[src/rtl/fibonacci_checker_predictor.sv]
// Last-two-terms register pair with the next-term adder.
module fib_predictor #(
    parameter int WIDTH = 10
) (
    input  logic             clk,
    input  logic             rst,
    input  logic             ld,
    input  logic             sh,
    input  logic [WIDTH-1:0] data,
    output logic [WIDTH:0]   sum,
    output logic             ovf
);

    logic [WIDTH-1:0] f0;
    logic [WIDTH-1:0] f1;

    always_ff @(posedge clk or posedge rst) begin
        if (rst) begin
            f0 <= '0;
            f1 <= '0;
        end else if (sh) begin
            f0 <= f1;
            f1 <= data;
        end else if (ld) begin
            f1 <= data;
        end
    end

    assign sum = {1'b0, f0} + {1'b0, f1};

    // Lookahead: would the pair after shifting in data overflow on its sum.
    assign ovf = |(({1'b0, f1} + {1'b0, data}) >> WIDTH);

endmodule

[config.mk]
export PLATFORM = sky130hd
export DESIGN_NAME = fib_predictor
export DESIGN_NICKNAME = d
export VERILOG_FILES = /design/src/rtl/fibonacci_checker_predictor.sv
export SDC_FILE = /design/constraint.sdc
export NUM_CORES = 1
export LEC_CHECK = 0
export ABC_AREA = 1
export ABC_CLOCK_PERIOD_IN_PS = 2000
export CORE_MARGIN = 2
export CORE_UTILIZATION = 25
export DETAILED_ROUTE_END_ITERATION = 6
export PLACE_DENSITY = 0.43
export SETUP_SLACK_MARGIN = 0.15
export SYNTH_ARGS = -nofsm -noshare
export SYNTH_HDL_FRONTEND = slang
export SYNTH_SLANG_ARGS = --single-unit
[constraint.sdc]
create_clock -name clk -period 2 [get_ports clk]
set_clock_uncertainty 0.2 [all_clocks]
set_input_delay 0.3 -clock clk [delete_from_list [all_inputs] [get_ports clk]]
set_output_delay 0.3 -clock clk [all_outputs]
set_load 0.01 [all_outputs]
Yosys cells after proc, flatten, opt, wreduce, memory -nomap -nowiden
Index checks and enable logic that the tools add are counted.
{ "totals": {"regBits": 20, "latch_bits": 0, "ramBits": 0, "rom_bits": 0, "input_bits": 14, "mem_count": 0} }
{ "classes": {"addsub": 2, "mul": 0, "div": 0, "n_lt_le_gt_ge": 0, "n_eq_ne": 0, "n_shift": 0, "muxes": 2, "bitwise": 0, "n_reduce_logical": 1} }
{ "op_table": {"columns": ["operator", "n"], "rows": [
  ["$add 10x10->11", 2],
  ["$mux 10", 2],
  ["$reduce_bool 2->1", 1]
]} }

Logic depth before layout (Yosys ltp)
{ "depth": {"ltp_word": 2, "ltp_mapped": 9} }

Least setup slack after synthesis
OpenSTA, ideal clock, no wires.
{ "synth_path": {"kind": "reg2out", "start": "register f1[0]", "end": "output port sum[10]", "arrival_time_ps": 1463, "t_required_ps": 1500, "path_slack_ps": 37, "path_stages_with_launch": 9, "cell_sequence": "dfrtp_1 -> ha_1 -> inv_1 -> fa_1 -> o21ai_2 -> nand2_1 -> nand2_1 -> nand2_1 -> nand2_1"} }
{ "synth_via": {"elab_chain_len": 1} }
{ "synth_lines": {"columns": ["element", "line", "source"], "rows": [
  ["start, declared", "15", "logic [WIDTH-1:0] f1;"],
  ["start signal, assigned", "23", "f1 <= data;"],
  ["start signal, assigned", "25", "f1 <= data;"],
  ["$add 10x10->11", "29", "assign sum = {1'b0, f0} + {1'b0, f1};"],
  ["end, declared", "10", "output logic [WIDTH:0] sum,"]
]} }
Every way passes these cells.

Worst setup path in the final report
{ "layout_path": {"start": "register f1[0]", "end": "output port sum[4]"} }
Same word-level chain as after synthesis.

==> reports/metrics.yaml <==
outcome: "finished, violations left"
violations: "setup timing"
grt_pass1_wl_um: 6130
die_w_um: 79.6
port_buffers: 25
worstPathRequired_ps: 1500
synthesis.area_um2: 1430
maxSlewViolCount: 0
leakage_nw: 1.10
cp.arrival_ps: 1780
clk_pin_slew_ps: 70
synth_area_leaders: "dfrtp_1, ha_1, mux2_2, nand2_1, inv_1"
fillers: 535
dieArea_um2: 6340
nNetsFinal: 261
total_power_mw: 1.69
rsz0062_at_grt: "yes"
numCtsBuffers: 3
peakVddDrop_mv: 0.261
clock_latency_ps: 250
final.setup.worst_slack_ps: -282
drt_first_pass_iters: 2
worst_pin_slew_ps: 267
final_common_cell: "nand2_1"
drc: 0
maxCapViolations: 0
design.core.area_um2: 5510
crit_fanout: 3
crit_path_start_kind: "flop"
utilization_pct: 42.8
htreeDepth: 1
antennaDiodeCount: 0
synth_nets: 195
wl_per_cell_um: 12.1
vias_per_cell: 4.42
cts_buffer_depth: 2
cts_tree: "built"
die_h_um: 79.6
fin_crit_sh_pct: 114
yosysTopAreaCell: "dfrtp_1"
setup_viol: 11
fin_cells: 297
grt_max_degree: 21
max_slew_margin_pct: 82.2
ys_types: 21
antenna_left: 0
hold_viol: 0
seq_area_frac_synth_pct: 35.0
placed_cells: 284
grt_usage_pct: 12.1
yosysWarnings: 0
num_vias: 1313
hpwl_um: 2660
mostFrequentLayoutCells: "nand2_1, buf_4, dfrtp_1, mux2_2, inv_1"
power_density_nw_per_um2: 716
drt_iter0_drc: 20
crit_type: "flop to primary output"
finalInstanceArea_um2: 2360
hp-class: "primary input to asynchronous set/reset pin"
clock.fmax_ghz: 0.438
grt_pass1_vias: 1339
synth-seq-cells: 20
row_count: 27
endpoint_kind: "primary output"
cts_sinks: 20
gp_congestion: 0.822
synthCells: 161
grt-ovfl-total: 0
wl_um: 3580
drive_gt1_share_pct: 49.8
yosysTopAreaCellShare_pct: 35.0
cts_root_buf: "clkbuf_8"
areaGrowthSynthToFinish_pct: 65.0
finalCriticalPeriod_ps: 2280
boundaryPins: 26
placed_area_um2: 1980
start_util_pct: 25.9
tns_ps: -1980
syn_area_per_cell_um2: 8.87
antenna_found_initial: 0
## critical path: stages, from the launching register on
cell and delay [ps]:
dfrtp_1 400, ha_4 170, inv_2 40, fa_2 370, o21ai_4 160, buf_4 130
xor2_1 130, buf_2 140
## path summary, 6_finish.rpt
kind	from	slack (ps)	end	cells past startpoint
worst min-delay path	rst	170	f1[9]	3
worst min register to register	f0[9]	320	f0[9]	1
worst max-delay path	f1[0]	-280	sum[4]	7
min in group clk	f0[9]	320	f0[9]	1
max in group asynchronous	rst	1210	f1[0]	3
worst max register to register	f1[0]	750	f1[0]	3
## what timing repair did
item                       in CTS  in global routing
resized for setup              78                 24
hold buffers                    0                  0
pin swaps                      18                 24
buffers inserted                7                  3
setup endpoints to repair      12                 11
hold endpoints to repair        0                  0
## per-stage QoR
step           setup slack (ps)  hold WS (ps)
2_1_floorplan               131          63.8
3_3_place_gp               -492           301
3_5_place_dp               -499           306
4_1_cts                    -372           184
5_1_grt                    -388           228
6_report                   -282           173
## final cells by class
class                      instances  area (um^2)  share of cell area (%)
inverter                          17         63.8                    2.71
tap                               72         90.1                    3.82
clock buffer                       3         41.3                    1.75
multi-input combinational        122         1130                    47.8
sequential                        20          500                    21.2
timing repair buffer              63          536                    22.7
## synthesized netlist by cell type
library cell / count
nand3_1: 9
xnor2_1: 1
o21ai_2: 1
a31o_2: 1
fa_1: 1
mux2_2: 18
buf_2: 1
xor2_1: 3
ha_1: 19
nor2_1: 11
a31oi_1: 1
nand2_1: 41
nand4_1: 1
o21bai_1: 2
a21o_1: 1
a21oi_1: 8
inv_1: 17
dfrtp_1: 20
o21ai_0: 3
buf_6: 1
nor3_1: 1
## cell families (layout without fill, tap and decap cells)
family          Yosys count  after routing  share of synthesized area (%)
simple gates             63             63                           17.6
fa+ha+maj                20             20                           18.0
flops                    20             20                           35.0
buf+inv                  19             83                           5.60
mux                      18             18                           14.2
compound gates           17             17                           7.09
xor+xnor                  4              4                           2.45
## per-layer routing
metal	vias to the layer above	global-route usage, %	routed length [um]
li1	668	-	-
met1	618	16.5	1740
met2	23	20.3	1720
met3	4	1.24	93
met4	0	3.10	29
met5	-	0	0
## report_power, final
group          switching (mW)  total (mW)  internal [mW]
clock                   0.118       0.252          0.134
combinational           0.434       0.942          0.508
sequential             0.0453       0.494          0.448
total                   0.597        1.69           1.09
## state kept, by name, summed over array words and instances, names as in the netlist
name	count
f0	10
f1	10
(Power assumes the default switching activity.)
